--- config.mk ---
export PLATFORM = sky130hd
export DESIGN_NAME = br_pre_ctrl_sched
export DESIGN_NICKNAME = d
export VERILOG_FILES = /design/src/rtl/br_pre_ctrl_sched_pkg.sv /design/src/rtl/br_pre_ctrl_sched_skid2.sv /design/src/rtl/br_pre_ctrl_sched.sv
export SDC_FILE = /design/constraint.sdc
export NUM_CORES = 1
export LEC_CHECK = 0
export ABC_AREA = 1
export BUFFER_PORTS_ARGS = -buffer_cell sky130_fd_sc_hd__buf_2
export CAP_MARGIN = 20
export CELL_PAD_IN_SITES_DETAIL_PLACEMENT = 1
export CELL_PAD_IN_SITES_GLOBAL_PLACEMENT = 2
export CORE_MARGIN = 5
export CORE_UTILIZATION = 33
export DETAILED_ROUTE_END_ITERATION = 10
export PLACE_DENSITY_LB_ADDON = 0.1
export SLEW_MARGIN = 20
export SYNTH_ARGS = -nofsm -noshare
export SYNTH_HDL_FRONTEND = slang
export SYNTH_SLANG_ARGS = --single-unit
--- constraint.sdc ---
create_clock -name clk -period 5.6 [get_ports clk]
set_input_delay 0.56 -clock clk [delete_from_list [all_inputs] [get_ports clk]]
set_output_delay 0.56 -clock clk [all_outputs]
set_load 0.005 [all_outputs]
--- src/rtl/br_pre_ctrl_sched_pkg.sv ---
// lmac_br_pkg: shared types and constants for the bridge pre-control read
// scheduler.
//   - control word field positions (length and flags)
//   - scheduler state encoding
//   - the tagged beat that travels through the output skid buffer
//   - last_be_f(): byte-enable mask for a final beat holding rem bytes
package lmac_br_pkg;

    localparam int LEN_LSB    = 0;
    localparam int LEN_W      = 16;
    localparam int FLAG_LSB   = 16;
    localparam int FLAG_W     = 24;
    localparam int BEAT_BYTES = 8;
    localparam int BEAT_DW    = BEAT_BYTES * 8;

    typedef enum logic [1:0] {
        IDLE      = 2'd0,
        CTRL_WAIT = 2'd1,
        DATA      = 2'd2
    } sched_state_e;

    // Flags ride with every beat. The next packet's control word can be
    // decoded while beats of the previous packet are still queued, so a
    // single per-packet flags register would not be enough.
    typedef struct packed {
        logic [FLAG_W-1:0]     flags;
        logic [BEAT_BYTES-1:0] be;
        logic                  eop;
        logic                  sop;
        logic [BEAT_DW-1:0]    data;
    } beat_t;

    // rem = len[2:0]. Zero means the final beat is full.
    function automatic logic [BEAT_BYTES-1:0] last_be_f(input logic [2:0] rem);
        logic [BEAT_BYTES-1:0] one;
        one = {{(BEAT_BYTES-1){1'b0}}, 1'b1};
        if (rem == 3'd0) return '1;
        return (one << rem) - one;
    endfunction

endpackage

--- src/rtl/br_pre_ctrl_sched_skid2.sv ---
// br_skid2: two-entry valid/ready buffer on the output side of the
// scheduler.
//   clk, reset_       read clock, async active-low reset
//   i_push, i_data    write one entry; the caller guarantees there is room
//   i_pop             downstream ready; ignored when the buffer is empty
//   o_valid, o_data   head entry; held stable until it is popped
//   o_count           occupancy, 0..2
module br_skid2 #(
    parameter int W = 8
) (
    input  logic         clk,
    input  logic         reset_,
    input  logic         i_push,
    input  logic [W-1:0] i_data,
    input  logic         i_pop,
    output logic         o_valid,
    output logic [W-1:0] o_data,
    output logic [1:0]   o_count
);

    logic [W-1:0] r_mem [2];
    logic         r_wr;
    logic         r_rd;
    logic [1:0]   r_cnt;
    logic         w_pop;

    assign w_pop   = i_pop & (r_cnt != 2'd0);
    assign o_valid = (r_cnt != 2'd0);
    assign o_data  = r_mem[r_rd];
    assign o_count = r_cnt;

    always_ff @(posedge clk or negedge reset_) begin
        if (!reset_) begin
            r_mem[0] <= '0;
            r_mem[1] <= '0;
            r_wr     <= 1'b0;
            r_rd     <= 1'b0;
            r_cnt    <= 2'd0;
        end else begin
            if (i_push) begin
                r_mem[r_wr] <= i_data;
                r_wr        <= ~r_wr;
            end
            if (w_pop) r_rd <= ~r_rd;
            // Push and pop together leave the occupancy unchanged.
            case ({i_push, w_pop})
                2'b10:   r_cnt <= r_cnt + 2'd1;
                2'b01:   r_cnt <= r_cnt - 2'd1;
                default: r_cnt <= r_cnt;
            endcase
        end
    end

endmodule

--- src/rtl/br_pre_ctrl_sched.sv ---
// br_pre_ctrl_sched: read-side scheduler for the bridge pre-control FIFO and
// its companion packet data FIFO.
//   For each packet it pops one control word (len + flags), issues exactly
//   ceil(len/8) data FIFO reads, tags every returned word (sop/eop/be/flags)
//   and presents the result as a valid/ready beat stream.
// Ports:
//   clk, reset_                       read clock, async active-low reset
//   sched_en                          allow new packets to start
//   ctrl_empty/ctrl_rdreq/ctrl_q      pre-ctrl FIFO read port (latency 1)
//   ctrl_usedw                        pre-ctrl fill level, status only
//   data_empty/data_rden/data_q       data FIFO read port (latency 1)
//   out_valid/out_ready/out_*         output beat stream
//   err_len                           pulse when a zero or oversize length is popped
//   pkt_cnt                           packets whose eop beat was accepted
module br_pre_ctrl_sched
    import lmac_br_pkg::*;
#(
    parameter int CTRL_W  = 40,
    parameter int DATA_W  = 64,
    parameter int PTR     = 10,
    parameter int MAX_LEN = 9600
) (
    input  logic                  clk,
    input  logic                  reset_,
    input  logic                  sched_en,
    input  logic                  ctrl_empty,
    output logic                  ctrl_rdreq,
    input  logic [CTRL_W-1:0]     ctrl_q,
    input  logic [PTR:0]          ctrl_usedw,
    input  logic                  data_empty,
    output logic                  data_rden,
    input  logic [DATA_W-1:0]     data_q,
    output logic                  out_valid,
    input  logic                  out_ready,
    output logic [DATA_W-1:0]     out_data,
    output logic                  out_sop,
    output logic                  out_eop,
    output logic [DATA_W/8-1:0]   out_be,
    output logic [FLAG_W-1:0]     out_flags,
    output logic                  err_len,
    output logic [15:0]           pkt_cnt
);

    localparam logic [LEN_W-1:0] MAX_LEN_L = LEN_W'(MAX_LEN);

    sched_state_e          r_state, w_state_nx;
    logic [13:0]           r_beats_left;
    logic                  r_first;
    logic [BEAT_BYTES-1:0] r_last_be;
    logic [FLAG_W-1:0]     r_flags;
    logic                  r_rd_vld;
    logic                  r_rd_sop;
    logic                  r_rd_eop;
    logic [BEAT_BYTES-1:0] r_rd_be;
    logic [FLAG_W-1:0]     r_rd_flags;
    logic [15:0]           r_pkt_cnt;

    logic [LEN_W-1:0]      w_len;
    logic [FLAG_W-1:0]     w_cq_flags;
    logic [13:0]           w_cq_beats;
    logic                  w_cw;
    logic [13:0]           w_left;
    logic [BEAT_BYTES-1:0] w_lbe;
    logic [FLAG_W-1:0]     w_flags;
    logic                  w_first;
    logic                  w_pop;
    logic [1:0]            w_occ;
    logic [2:0]            w_pend;
    logic                  w_rd_ok;
    logic                  w_last_rd;
    logic                  w_ctrl_go;
    logic                  w_ctrl_rdreq;
    logic                  w_err;
    beat_t                 w_push_beat;
    beat_t                 w_head;
    logic                  w_head_vld;
    logic                  w_unused_usedw;

    assign w_unused_usedw = ^ctrl_usedw;

    // Control word decode; only meaningful in CTRL_WAIT, when ctrl_q holds
    // the word popped on the previous cycle.
    assign w_len      = ctrl_q[LEN_LSB +: LEN_W];
    assign w_cq_flags = ctrl_q[FLAG_LSB +: FLAG_W];
    assign w_cq_beats = {1'b0, w_len[15:3]} + {13'd0, |w_len[2:0]};
    assign w_cw       = (r_state == CTRL_WAIT);

    // CTRL_WAIT reads the first beat straight from the decoded word, and
    // the last read of a packet can pop the next control word. Together
    // these keep data reads contiguous across packet boundaries, so
    // back-to-back packets stream out with no bubble.
    assign w_left  = w_cw ? w_cq_beats : r_beats_left;
    assign w_lbe   = w_cw ? last_be_f(w_len[2:0]) : r_last_be;
    assign w_flags = w_cw ? w_cq_flags : r_flags;
    assign w_first = w_cw | r_first;

    // Entries held by the skid plus the read in flight must stay within
    // two. A beat leaving the skid this cycle counts as free, which is what
    // allows a steady 1 beat/clk.
    assign w_pop  = w_head_vld & out_ready;
    assign w_pend = {1'b0, w_occ} + {2'b00, r_rd_vld} - {2'b00, w_pop};

    assign w_rd_ok   = (r_state != IDLE) & ~data_empty & (w_left != 14'd0) & (w_pend < 3'd2);
    assign w_last_rd = w_rd_ok & (w_left == 14'd1);
    assign w_ctrl_go = sched_en & ~ctrl_empty & reset_;

    always_comb begin
        w_state_nx   = r_state;
        w_ctrl_rdreq = 1'b0;
        w_err        = 1'b0;
        case (r_state)
            IDLE: begin
                if (w_ctrl_go) begin
                    w_ctrl_rdreq = 1'b1;
                    w_state_nx   = CTRL_WAIT;
                end
            end
            CTRL_WAIT: begin
                // Oversize packets are flagged but still forwarded: their
                // data is already in the data FIFO.
                w_err = (w_len == '0) | (w_len > MAX_LEN_L);
                if (w_len == '0) begin
                    w_state_nx = IDLE;
                end else if (w_last_rd) begin
                    w_ctrl_rdreq = w_ctrl_go;
                    w_state_nx   = w_ctrl_go ? CTRL_WAIT : IDLE;
                end else begin
                    w_state_nx = DATA;
                end
            end
            DATA: begin
                if (w_last_rd) begin
                    w_ctrl_rdreq = w_ctrl_go;
                    w_state_nx   = w_ctrl_go ? CTRL_WAIT : IDLE;
                end
            end
            default: w_state_nx = IDLE;
        endcase
    end

    assign ctrl_rdreq = w_ctrl_rdreq;
    assign data_rden  = w_rd_ok;
    assign err_len    = w_err;

    always_ff @(posedge clk or negedge reset_) begin
        if (!reset_) begin
            r_state      <= IDLE;
            r_beats_left <= '0;
            r_first      <= 1'b0;
            r_last_be    <= '0;
            r_flags      <= '0;
            r_rd_vld     <= 1'b0;
            r_rd_sop     <= 1'b0;
            r_rd_eop     <= 1'b0;
            r_rd_be      <= '0;
            r_rd_flags   <= '0;
            r_pkt_cnt    <= '0;
        end else begin
            r_state <= w_state_nx;

            if (w_cw) begin
                r_last_be    <= w_lbe;
                r_flags      <= w_cq_flags;
                r_first      <= ~w_rd_ok;
                r_beats_left <= w_left - {13'd0, w_rd_ok};
            end else if (w_rd_ok) begin
                r_first      <= 1'b0;
                r_beats_left <= r_beats_left - 14'd1;
            end

            // Tags are fixed when the read issues; the word arrives a cycle
            // later, possibly after the next packet's control word is decoded.
            r_rd_vld <= w_rd_ok;
            if (w_rd_ok) begin
                r_rd_sop   <= w_first;
                r_rd_eop   <= (w_left == 14'd1);
                r_rd_be    <= (w_left == 14'd1) ? w_lbe : '1;
                r_rd_flags <= w_flags;
            end

            if (w_pop & w_head.eop) r_pkt_cnt <= r_pkt_cnt + 16'd1;
        end
    end

    always_comb begin
        w_push_beat       = '0;
        w_push_beat.flags = r_rd_flags;
        w_push_beat.be    = r_rd_be;
        w_push_beat.eop   = r_rd_eop;
        w_push_beat.sop   = r_rd_sop;
        w_push_beat.data  = BEAT_DW'(data_q);
    end

    br_skid2 #(.W($bits(beat_t))) u_skid (
        .clk     (clk),
        .reset_  (reset_),
        .i_push  (r_rd_vld),
        .i_data  (w_push_beat),
        .i_pop   (out_ready),
        .o_valid (w_head_vld),
        .o_data  (w_head),
        .o_count (w_occ)
    );

    assign out_valid = w_head_vld;
    assign out_data  = DATA_W'(w_head.data);
    assign out_sop   = w_head.sop;
    assign out_eop   = w_head.eop;
    assign out_be    = w_head.be;
    assign out_flags = w_head.flags;
    assign pkt_cnt   = r_pkt_cnt;

endmodule

# Word-level counts from Yosys, hierarchy flattened
# Cells that the tools add are included.
# totals
reg_bits	300
wordCells	95
inputBits	121
output_inout_bits	118
# classes
n_lt_le_gt_ge	5
n_addsub	9
n_bitwise	17
eq_ne	7
shift	1
n_reduce_logical	11
mux	29
# ops
op	count
$mux 98	4
$bwmux 196	1
$demux 98 s1	1
$mux 14	3
$mux 8	4
$mux 24	1
$add 16x1->16 const B	1
$gt 16x14->1 const B	1
$logic_not 16->1	1
$add 13x1->14	1
$eq 14x1->1 const B	1
$reduce_bool 14->1	1
$sub 14x1->14	1
$sub 14x1->14 const B	1
$and 1x1->1	8
$mux 1	8
$mux 2	4
$reduce_bool 2->1	4
$shl 1x3->8 const A	1
$sub 8x1->8 const B	1
$pmux 2 s3	1
$not 1->1	5
$eq 2x1->1 const B	2
$eq 2x2->1 const B	2
other kinds (17)	21

# Logic depth before layout (Yosys ltp)
# Gate-level depths: netlist (run 1).
# logic_depth
ltp_word	10
ltp_mapped	28
mapped_depth_nobuf	26

# Modules after synthesis
# Synthesis (run 1) repeated with hierarchy kept, for this count alone.
# unflattened
cells_unflattened	1784
area_unflattened_um2	14277.4
# modules_own_cells
module	cells_per_inst	area_each_um2	instances	seq_area_each_um2
br_skid2	1072	8833.5	1	5004.8
br_pre_ctrl_sched	712	5444.0	1	2502.4

# Least setup slack after synthesis (run 1)
# Ideal clock, no wire load.
# synth_timing
path_type	input -> register
start	input out_ready
end	register r_beats_left[12]
required_time_ps	5483
path_slack_ps	1642
n_path_buf	2
setup_ps	117
t_arrival_ps	3841
stages	21
path_cell_list	o21a_1 > ha_1 > or2_2 > fa_1 > inv_1 > nor4_1 > nand2_4 > inv_2 > buf_6 > buf_6 > ha_1 > ha_1 > inv_1 > nor2_1 > nand2_1 > inv_1 > nand2_1 > nand2_1 > nand3_1 > nand2_1 > nand2_1
# synth_between
elab_chain_len	6
elab_cells_between_ends	7
classes_between	add/sub: 2; order compare: 1; mux: 1; bitwise: 2; reduce/logical: 1
# synth_lines
item	line	rtl
from (decl)	br_pre_ctrl_sched.sv:34	input logic out_ready,
$and 1x1->1 (*)	br_pre_ctrl_sched.sv:100	assign w_pop = w_head_vld & out_ready;
$sub 3x1->3 (*)	br_pre_ctrl_sched.sv:101	assign w_pend = {1'b0, w_occ} + {2'b00, r_rd_vld} - {2'b00, w_pop};
$lt 3x2->1 (*)	br_pre_ctrl_sched.sv:103	assign w_rd_ok = (r_state != IDLE) & ~data_empty & (w_left != 14'd0) & (w_pend < 3'd2);
$and 1x1->1 (*)	br_pre_ctrl_sched.sv:103	
named net data_rden	br_pre_ctrl_sched.sv:31	output logic data_rden,
$sub 14x1->14	br_pre_ctrl_sched.sv:165	r_beats_left <= w_left - {13'd0, w_rd_ok};
$mux 14	br_pre_ctrl_sched.sv:161	if (w_cw) begin
to (signal assigned)	br_pre_ctrl_sched.sv:165	
to (signal assigned)	br_pre_ctrl_sched.sv:168	r_beats_left <= r_beats_left - 14'd1;
to (decl)	br_pre_ctrl_sched.sv:47	logic [13:0] r_beats_left;
# The timed path passes the listed nets; every way through them passes the cells marked *.
# A chain may end at the register's enable or synchronous reset.

# Final worst setup path (run 1)
# layout_timing
start	register u_skid.r_cnt[1] (netlist: u_skid.o_count[1])
end	output data_rden
# layout_between
elab_chain_len	5
elab_cells_between_ends	6
classes_between	add/sub: 2; order compare: 1; bitwise: 2; reduce/logical: 1
# layout_lines
item	line	rtl
from (decl)	br_pre_ctrl_sched_skid2.sv:24	logic [1:0] r_cnt;
from (signal assigned)	br_pre_ctrl_sched_skid2.sv:47	2'b10: r_cnt <= r_cnt + 2'd1;
from (signal assigned)	br_pre_ctrl_sched_skid2.sv:48	2'b01: r_cnt <= r_cnt - 2'd1;
from (signal assigned)	br_pre_ctrl_sched_skid2.sv:49	default: r_cnt <= r_cnt;
$reduce_bool 2->1	--	
$and 1x1->1	--	
named net u_skid.w_pop	br_pre_ctrl_sched_skid2.sv:25	logic w_pop;
$sub 3x1->3	br_pre_ctrl_sched.sv:101	
$lt 3x2->1	br_pre_ctrl_sched.sv:103	
$and 1x1->1	br_pre_ctrl_sched.sv:103	
to (decl)	br_pre_ctrl_sched.sv:31	
# The timed path passes the listed nets, and every way through them passes these cells.

==> summary.md, run 1 <==
| Metric | Value |
|---|---|
| Synth Area in Compound Gates | `10.1%` |
| Post-Synth XOR/XNOR Area | `1.34%` |
| Worst-Skew Late Latency | `0.55 ns` |
| Router iterations before antenna repair | `5` |
| Vias in the first global route | `12300` |
| Fill cells | `5051` |
| Worst path buffer plus inverter count | `5` |
| Top-count cell post-synth | `nand2_1` |
| Worst r2r path cells | `19` |
| Share of cells above drive strength 1 | `16.2%` |
| Ports | `239` |
| First DRT Iteration DRCs | `670` |
| Num CTS Buffers | `38` |
| Vias per Instance | `4.71` |
| Max-cap violations | `0` |
| Total track usage | `17.7%` |
| Synth Area in Adders | `0.873%` |
| Mapped Nets | `1873` |
| Total power | `9.59 mW` |
| Slowest CP cell | `buf_4` |
| Vias | `11800` |
| CP arrival | `3.95 ns` |
| Final WL | `40500 µm` |
| Count of endpoints failing setup in the final report | `0` |
| Mux share of post-synthesis cell area | `0.155%` |
| H-tree depth | `2` |
| Placed cell area | `15300 µm²` |
| PD cells | `579 nW/µm²` |
| CP Cell Sequence | `o21a_1 -> ha_1 -> or2_2 -> fa_1 -> inv_1 -> nor4_1 -> buf_4 -> nand2_4 -> inv_2 -> buf_4 -> buf_2` |
| CP endpoint kind | `output port` |
| Layout area overhead | `20.4%` |
| Die Height | `214 µm` |
| Reg2reg setup slack | `1.62 ns` |
| Number of synthesized flops with an enable pin | `0` |
| Worst slew margin | `37.6%` |
| Min Clock Period, post-route | `4.51 ns` |
| Setup ws final | `1.09 ns` |
| Row count | `74` |
| Crit share post-route | `80.6%` |
| Status | `completed` |
| Worst setup SP type | `flip-flop` |
| FF+latch count, synth | `300` |
| Post-route antenna net violation count | `0` |
| Overflow left after global routing | `0` |
| Critical Path RT | `5.04 ns` |
| Cell mode on critical path | `buf_4` |
| WS Path Type | `reg2out` |
| CP delay by family, top | `buffers and inverters` |
| Leak pwr | `8.95 nW` |
| # diodes | `0` |
| CTS root buf | `clkbuf_16` |
| Top cells by area, synth | `dfrtp_1, nand2_1, o21ai_0` |
| Fin. Hold Viols | `0` |
| Final instance area | `16600 µm²` |
| Ys async rst share | `100%` |
| Top post-synthesis cells by count | `nand2_1, dfrtp_1, o21ai_0` |
| Final Skew | `0.0213 ns` |
| Post-cts sizing count | `0` |
| First-pass GRT wire length | `67000 µm` |
| Sequential fraction of the synthesis area | `54.6%` |
| Mapped cell area | `13800 µm²` |
| CTS tree | `yes` |
| Layout Utilization | `40.4%` |
| Max stage delay on crit path | `0.52 ns` |
| Main flop type after synthesis | `dfrtp_1` |
| RR Startpoint | `u_skid.o_count[1]` |
| Timing startpoint of the critical path | `u_skid.o_count[1]` |
| Non-filler instance count after layout | `2500` |
| Port Buffers | `227` |
| Clk slew on worst S/H paths | `0.06 ns` |
| Post-synth cell types | `39` |
| CTS max path bufs | `3` |
| Largest net degree at the start of global routing | `137` |
| Worst slew pin tran | `0.937 ns` |
| Worst min-delay path class | `in2reg` |
| Initial Utilization | `33.5%` |
| Critical Path Fanout Max | `60` |
| Final GP Congestion | `0.758` |
| Area share of the largest cell type after synthesis | `54.6%` |
| Final nets | `2069` |
| End point of the critical path | `data_rden` |
| Avg Cell Area, Syn | `7.89 µm²` |
| Setup WS pre-CTS | `1.39 ns` |
| Worst vdd ir | `180 µV` |
| Synth Instances | `1743` |
| Die X | `214 µm` |
| RR Endpoint | `r_beats_left[13]` |
| WHS | `0.226 ns` |
| Placed cell count | `2430` |
| Largest family of logic cells by synthesized area | `simple AND/OR/NAND/NOR gates` |
| Critical path depth | `11` |
| Post-synthesis simple-gate area fraction | `26.2%` |
| Fmax achieved | `222 MHz` |
| RSZ-0062 raised after global routing | `false` |
| Setup TNS | `0 ns` |
| Synth area leader | `dfrtp_1` |
| Post-detail-place hpwl | `26400 µm` |
| Total clock sinks | `300` |
| Max-slew violations | `0` |
| Die ar. | `45900 µm²` |
| Core area | `41000 µm²` |
| Wirelength per Cell | `16.2 µm` |
| Initial antenna violation count | `0` |
| Post-route DRC | `0` |
| Ys Warns | `0` |
what timing repair did:
item	in CTS	in global routing
hold buffers	1	0
endpoints found under the setup margin	0	0
endpoints found under the hold margin	49	0
setup buffers	0	0
tightest hold or removal path: cells and delay by family:
| kind | cells | cell delay [ns] |
|---|---|---|
| and+or+nand+nor | 2 | 0.10 |
| buffers and inverters | 1 | 0.07 |
logic make-up after synthesis:
group / after synthesis
AND/OR/NAND/NOR: 898
buffers and inverters: 239
flip-flops: 300
multiplexers: 2
AO/OA/AOI/OAI: 274
adder cells (fa/ha/maj): 9
XOR/XNOR: 21
layout by cell type, fill, tap and decap left out, types with 2 or more instances in the layout:
master,instances
bufinv_16,2
nand3b_1,4
clkbuf_8,6
a31oi_1,2
nor2_1,43
nor3_1,10
or2_2,3
buf_4,12
inv_1,150
ha_1,8
nand2_4,2
xnor2_1,8
clkbuf_16,38
dfrtp_1,299
xor2_1,13
o31ai_1,2
inv_2,3
clkinv_2,6
clkbuf_1,14
o21ai_1,14
nand2_2,4
nand4_1,14
nand2_1,744
a21oi_1,14
nor2_4,4
buf_2,226
nor4_1,2
nand3_1,61
inv_6,3
o21ai_0,239
final cells by class:
class                      count  area, µm²  area share, %
clock inverter                11        128          0.770
inverter                     154        579           3.50
sequential                   300       7510           45.3
clock buffer                  58       1090           6.56
multi-input combinational   1204       5330           32.2
tap                          532        666           4.02
timing repair buffer         241       1270           7.64
state kept, by name, summed over array words and instances, names as in the netlist, 2 cells and up:
| name | flops |
|---|---|
| r_state | 2 |
| pkt_cnt | 16 |
| u_skid.r_mem | 196 |
| r_rd_flags | 24 |
| r_last_be | 8 |
| u_skid.o_count | 2 |
| r_beats_left | 14 |
| r_rd_be | 8 |
| r_flags | 24 |
how the worst min path moves through the flow:
stage / startpoint / end / slack (ns) / cells after the start
3_3_place_gp: r_last_be[0] / r_last_be[0] / 0.44 / 1
2_1_floorplan: reset_ / pkt_cnt[0] / 0.26 / 0
5_1_grt: ctrl_q[30] / r_flags[14] / 0.22 / 3
4_1_cts: ctrl_q[18] / r_flags[2] / 0.19 / 3
3_5_place_dp: r_last_be[0] / r_last_be[0] / 0.46 / 1
6_report: ctrl_q[18] / r_flags[2] / 0.23 / 3
power by group:
group          internal, mW  switching [mW]  total, mW
Sequential             3.13           0.517       3.65
Combinational          1.29            2.27       3.56
Clock                  1.44           0.947       2.38
Total                  5.86            3.73       9.59
layer usage:
layer	global-route usage (%)	part of all wire, %	vias to the layer above
met5	0	0	-
met4	4.27	1.6	0
met3	3.23	3.8	47
met2	29.6	47	178
met1	24.0	48	5679
li1	-	-	5865
(Power assumes the default switching activity.)
==> run 2, diff against run 1 <==
CORE_UTILIZATION = 29   (was 33)
clock period = 4 ns   (was 5.6 ns; I/O delays follow)
==> summary.md, run 2 (synthesis gave the netlist of run 1 again) <==
| Metric | Value |
|---|---|
| CP delay by family, top | `simple AND/OR/NAND/NOR gates` |
| Core area | `46800 µm²` |
| Worst slew pin tran | `0.957 ns` |
| CTS max path bufs | `3` |
| Leak pwr | `9.00 nW` |
| Share of cells above drive strength 1 | `16.7%` |
| Largest register FFs | `196` |
| Slowest CP cell | `fa_1` |
| Critical Path Fanout Max | `21` |
| Final WL | `42000 µm` |
| Initial Utilization | `29.4%` |
| CP endpoint kind | `output port` |
| Most common cell after layout, fill and taps aside | `nand2_1` |
| Worst slew margin | `36.2%` |
| CTS root buf | `clkbuf_16` |
| Vias | `11700` |
| Worst setup SP type | `flip-flop` |
| CP arrival | `3.37 ns` |
| Post-route DRC | `0` |
| Non-filler instance count after layout | `2579` |
| Cell mode on critical path | `nand2_1` |
| Final Skew | `0.0142 ns` |
| Vias per Instance | `4.52` |
| RSZ-0062 raised after global routing | `false` |
| Crit share post-route | `94.2%` |
| Comb power frac | `37.7%` |
| Die X | `228 µm` |
| Fill cells | `5718` |
| Clk pwr share | `24.2%` |
| Ports | `239` |
| Worst min-delay path class | `in2reg` |
| Router iterations before antenna repair | `4` |
| Port Buffers | `227` |
| Layout area overhead | `21.8%` |
| Worst vdd ir | `266 µV` |
| Sw Share | `39.0%` |
| WHS | `0.0884 ns` |
| Post-route antenna net violation count | `0` |
| Reg2reg setup slack | `0.33 ns` |
| Biggest regs | `u_skid.r_mem x196, r_flags x24, r_rd_flags x24` |
| Setup TNS | `0 ns` |
| Setup WS pre-CTS | `0.184 ns` |
| Row count | `79` |
| Storage element area | `7510 µm²` |
| # diodes | `0` |
| Multi-input logic area | `5350 µm²` |
| Overflow left after global routing | `0` |
| Wirelength per Cell | `16.3 µm` |
| Placed cell count | `2514` |
| Largest net degree at the start of global routing | `150` |
| Status | `completed` |
| Max-slew violations | `0` |
| Post-CTS setup buffers | `0` |
| Psw | `5.23 mW` |
| Fmax achieved | `265 MHz` |
| Worst path buffer plus inverter count | `4` |
| Die Height | `228 µm` |
| CTS tree | `yes` |
| Final nets | `2077` |
| First-pass GRT wire length | `69200 µm` |
| Total clock sinks | `300` |
| Max-cap violations | `0` |
| Initial antenna violation count | `0` |
| Clk slew on worst S/H paths | `0.06 ns` |
| H-tree depth | `2` |
| PD cells | `800 nW/µm²` |
| Vias in the first global route | `12300` |
| Fin. Hold Viols | `0` |
| First DRT Iteration DRCs | `605` |
| Die ar. | `51900 µm²` |
| Post-detail-place hpwl | `27700 µm` |
| WS Path Type | `reg2out` |
| Layout Utilization | `35.8%` |
| Internal power | `8.19 mW` |
| CP Cell Sequence | `o21a_1 -> ha_1 -> or2_2 -> fa_1 -> inv_1 -> nor4_2 -> buf_4 -> nand2_4 -> buf_6 -> nor2_4 -> nand2_1 -> nand2_1 -> buf_2` |
| Num CTS Buffers | `37` |
| Commonest non-fill, non-tap cells in the layout | `nand2_1, dfrtp_1, o21ai_0` |
| Sequential power share | `38.1%` |
| Max stage delay on crit path | `0.48 ns` |
| Total track usage | `16.2%` |
| Worst-Skew Late Latency | `0.54 ns` |
| Setup ws final | `0.231 ns` |
| Final GP Congestion | `0.779` |
| Largest Register | `u_skid.r_mem` |
| Count of endpoints failing setup in the final report | `0` |
| Min Clock Period, post-route | `3.77 ns` |
| Critical Path RT | `3.60 ns` |
[run 2: cell types whose count changed in the layout (fill, tap and decap cells not counted), sizes merged]
cell / delta
clkinv: -3
inv: -1
buf: +9
clkbuf: +1
bufinv: -2
[run 2: per-stage QoR]
step	cell area, µm²	power (mW)
final	16800	13.4
after floorplan	13800	8.17
after global routing	16800	14.8
after detailed placement	15500	10.4
after global placement	15500	10.2
after CTS	16700	13.8
[run 2: power by group through the flow]
stage / Combinational (mW) / Sequential (mW) / Clock, mW
after floorplan: 3.27 / 4.90 / 0
after CTS: 5.24 / 5.12 / 3.40
after detailed placement: 5.21 / 5.17 / 0
after global routing: 5.94 / 5.28 / 3.54
after global placement: 5.10 / 5.12 / 0
final: 5.05 / 5.11 / 3.25
[run 2: cell type report]
class / instances / share of cell area, %
Tap cell: 607 / 4.53
Clock buffer: 59 / 6.81
Timing Repair Buffer: 250 / 8.28
Clock inverter: 5 / 0.194
Multi-Input combinational cell: 1204 / 31.9
Sequential cell: 300 / 44.8
Inverter: 154 / 3.46
[run 2: final timing paths]
path | cells after the start | start | to
setup reg to reg | 19 | u_skid.o_count[0] | r_beats_left[9]
max in group asynchronous | 3 | reset_ | u_skid.r_mem[15]
hold / removal | 3 | ctrl_q[26] | r_flags[10]
hold reg to reg | 1 | r_last_be[0] | r_last_be[0]
setup / recovery | 13 | u_skid.o_count[0] | ctrl_rdreq
min in group asynchronous | 2 | reset_ | u_skid.r_mem[133]
[run 2: worst register-to-register path: stages (launching register included)]
cell,delay [ns]
dfrtp_2,0.44
o21a_1,0.22
ha_1,0.28
or2_2,0.30
fa_1,0.48
inv_1,0.05
nor4_2,0.25
buf_4,0.20
nand2_4,0.07
inv_2,0.09
ha_1,0.18
nand3_1,0.10
nor2_1,0.26
nand2_1,0.11
nor2_1,0.17
nand2_1,0.08
nand2_1,0.11
nand2_1,0.07
nand2_1,0.06
nand2_1,0.06
[run 2: layer usage]
layer  GRT usage, %  vias to the layer above  share of wire [%]
met4           2.91                        0                1.3
met3           3.18                       37                3.8
met1           22.7                     5566                 49
li1               -                     5872                  -
met5              0                        -                  0
met2           26.5                      194                 46
[run 2: what timing repair did]
action,4_1_cts,5_1_grt
cloned,0,0
hold endpoints to repair,17,0
pin swaps,0,0
setup endpoints to repair,2,2
hold buffers,1,0
resized for setup,3,5
==> run 3, diff against run 2 <==
clock period = 3.2 ns   (was 4 ns; I/O delays follow)
==> summary.md, run 3 (synthesis gave the netlist of run 1 again) <==
| Metric | Value |
|---|---|
| Final GP Congestion | `0.786` |
| # diodes | `0` |
| Timing startpoint of the critical path | `u_skid.o_count[0]` |
| Worst slew pin tran | `0.844 ns` |
| Fill cells | `5632` |
| Critical Path RT | `2.88 ns` |
| Total power | `17.7 mW` |
| Sw Share | `38.6%` |
| Count of endpoints failing setup in the final report | `12` |
| Internal power | `10.9 mW` |
| Non-filler instance count after layout | `2645` |
| Status | `finished, violations left` |
| Num CTS Buffers | `38` |
| Hold Startpoint | `ctrl_q[19]` |
| Vias per Instance | `4.51` |
| Min Clock Period, post-route | `3.45 ns` |
| RR Endpoint | `r_beats_left[12]` |
| WHS | `0.0320 ns` |
| Router iterations before antenna repair | `5` |
| WS Path Type | `reg2out` |
| Worst r2r path cells | `21` |
| Biggest regs | `u_skid.r_mem x196, r_flags x24, r_rd_flags x24` |
| Wirelength per Cell | `16.4 µm` |
| Die Height | `228 µm` |
| Vias in the first global route | `12600` |
| Post-route antenna net violation count | `0` |
| Final nets | `2141` |
| Final Skew | `0.0181 ns` |
| Setup ws final | `-0.251 ns` |
| Die X | `228 µm` |
| Most common cell after layout, fill and taps aside | `nand2_1` |
| Post-detail-place hpwl | `28500 µm` |
| Fin. Hold Viols | `0` |
| End point of the critical path | `ctrl_rdreq` |
| Setup TNS | `-1.86 ns` |
| Layout Utilization | `37.6%` |
| Worst vdd ir | `477 µV` |
| Leak pwr | `9.40 nW` |
| Worst-Skew Late Latency | `0.54 ns` |
| Max stage delay on crit path | `0.50 ns` |
| Largest register FFs | `196` |
| Worst min-delay path class | `in2reg` |
| Reg2reg setup slack | `-0.19 ns` |
| First DRT Iteration DRCs | `554` |
| Overflow left after global routing | `0` |
| Final instance area | `17600 µm²` |
| RR Startpoint | `u_skid.o_count[0]` |
| PD cells | `1010 nW/µm²` |
| Core area | `46800 µm²` |
| Vias | `11900` |
| Placed cell count | `2552` |
| CP arrival | `3.13 ns` |
| Total track usage | `16.5%` |
| Max-cap violations | `0` |
| Comb power frac | `40.2%` |
| Port Buffers | `227` |
| H-tree depth | `2` |
| Crit share post-route | `108%` |
| CP Cell Sequence | `o21a_1 -> ha_1 -> or2_4 -> fa_1 -> inv_2 -> nor4_4 -> buf_4 -> nand2_8 -> buf_12 -> nor2_4 -> nand2_2 -> nand2_1 -> buf_2` |
| Initial Utilization | `29.4%` |
| Clk pwr share | `24.1%` |
| Clk slew on worst S/H paths | `0.05 ns` |
| RSZ-0062 raised after global routing | `true` |
| Storage element area | `7510 µm²` |
| Fmax achieved | `290 MHz` |
| First-pass GRT wire length | `70400 µm` |
| Row count | `79` |
| Share of cells above drive strength 1 | `19.6%` |
| Setup WS pre-CTS | `-0.209 ns` |
| CTS root buf | `clkbuf_16` |
| Largest Register | `u_skid.r_mem` |
| Sequential power share | `35.7%` |
| CTS max path bufs | `3` |
| CTS tree | `yes` |
| Largest net degree at the start of global routing | `141` |
| Final WL | `43300 µm` |
| Failing checks | `negative setup slack` |
| Post-route DRC | `0` |
| Psw | `6.83 mW` |
| Placed cell area | `15900 µm²` |
| Critical Path Fanout Max | `2` |
| Max-slew violations | `0` |
| Multi-input logic area | `5450 µm²` |
| Die ar. | `51900 µm²` |
| Ports | `239` |
| Initial antenna violation count | `1` |
| Worst slew margin | `43.7%` |
| Total clock sinks | `300` |
| Layout area overhead | `27.9%` |
| Commonest non-fill, non-tap cells in the layout | `nand2_1, dfrtp_1, o21ai_0` |
| Slowest CP cell | `fa_1` |
| Worst setup SP type | `flip-flop` |
| CP endpoint kind | `output port` |
[run 3: what timing repair did]
item                                    4_1_cts  5_1_grt
pin swaps                                     7        4
gates resized for setup                      21        8
setup buffers                                 6        1
gates cloned                                  2        1
hold endpoints to repair                     35        0
hold buffers                                 16        0
endpoints found under the setup margin       10       37
[run 3: area by class of cell]
cell class | count | share of cell area, %
clock buffers | 57 | 6.38
repair buffers | 313 | 11.6
well taps | 607 | 4.32
inverters | 154 | 3.34
flip-flops and latches | 300 | 42.7
multi-input cells | 1204 | 31.0
clock inverters | 10 | 0.697
[run 3: per-layer routing]
metal | vias up | GRT usage [%] | wire length, µm
li1 | 6014 | - | -
met4 | 0 | 3.42 | 674
met1 | 5681 | 22.9 | 20900
met2 | 178 | 27.0 | 20100
met3 | 46 | 3.16 | 1570
met5 | - | 0 | 0
[run 3: power by group through the flow]
| stage | combinational, mW | clock (mW) | sequential, mW |
|---|---|---|---|
| 4_1_cts | 7.29 | 4.44 | 6.33 |
| 3_3_place_gp | 6.82 | 0 | 6.32 |
| 3_5_place_dp | 6.97 | 0 | 6.38 |
| 2_1_floorplan | 4.16 | 0 | 6.13 |
| 6_report | 7.11 | 4.26 | 6.32 |
| 5_1_grt | 8.20 | 4.60 | 6.52 |
[run 3: worst min-delay path by stage]
stage | end | slack, ns | cells after the start
6_report | r_flags[3] | 0.03 | 3
5_1_grt | r_flags[21] | 0.01 | 3
4_1_cts | r_flags[22] | 0.00006 | 3
3_5_place_dp | u_skid.r_mem[30] | 0.20 | 1
3_3_place_gp | u_skid.r_mem[30] | 0.20 | 1
2_1_floorplan | pkt_cnt[0] | 0.02 | 0
[run 3: critical path, delay by kind of cell, from the launching register on]
kind	cells	cell delay, ns
simple gates	6	0.76
flops	1	0.38
fa+ha+maj	2	0.77
buf+inv	4	0.49
compound gates	1	0.21
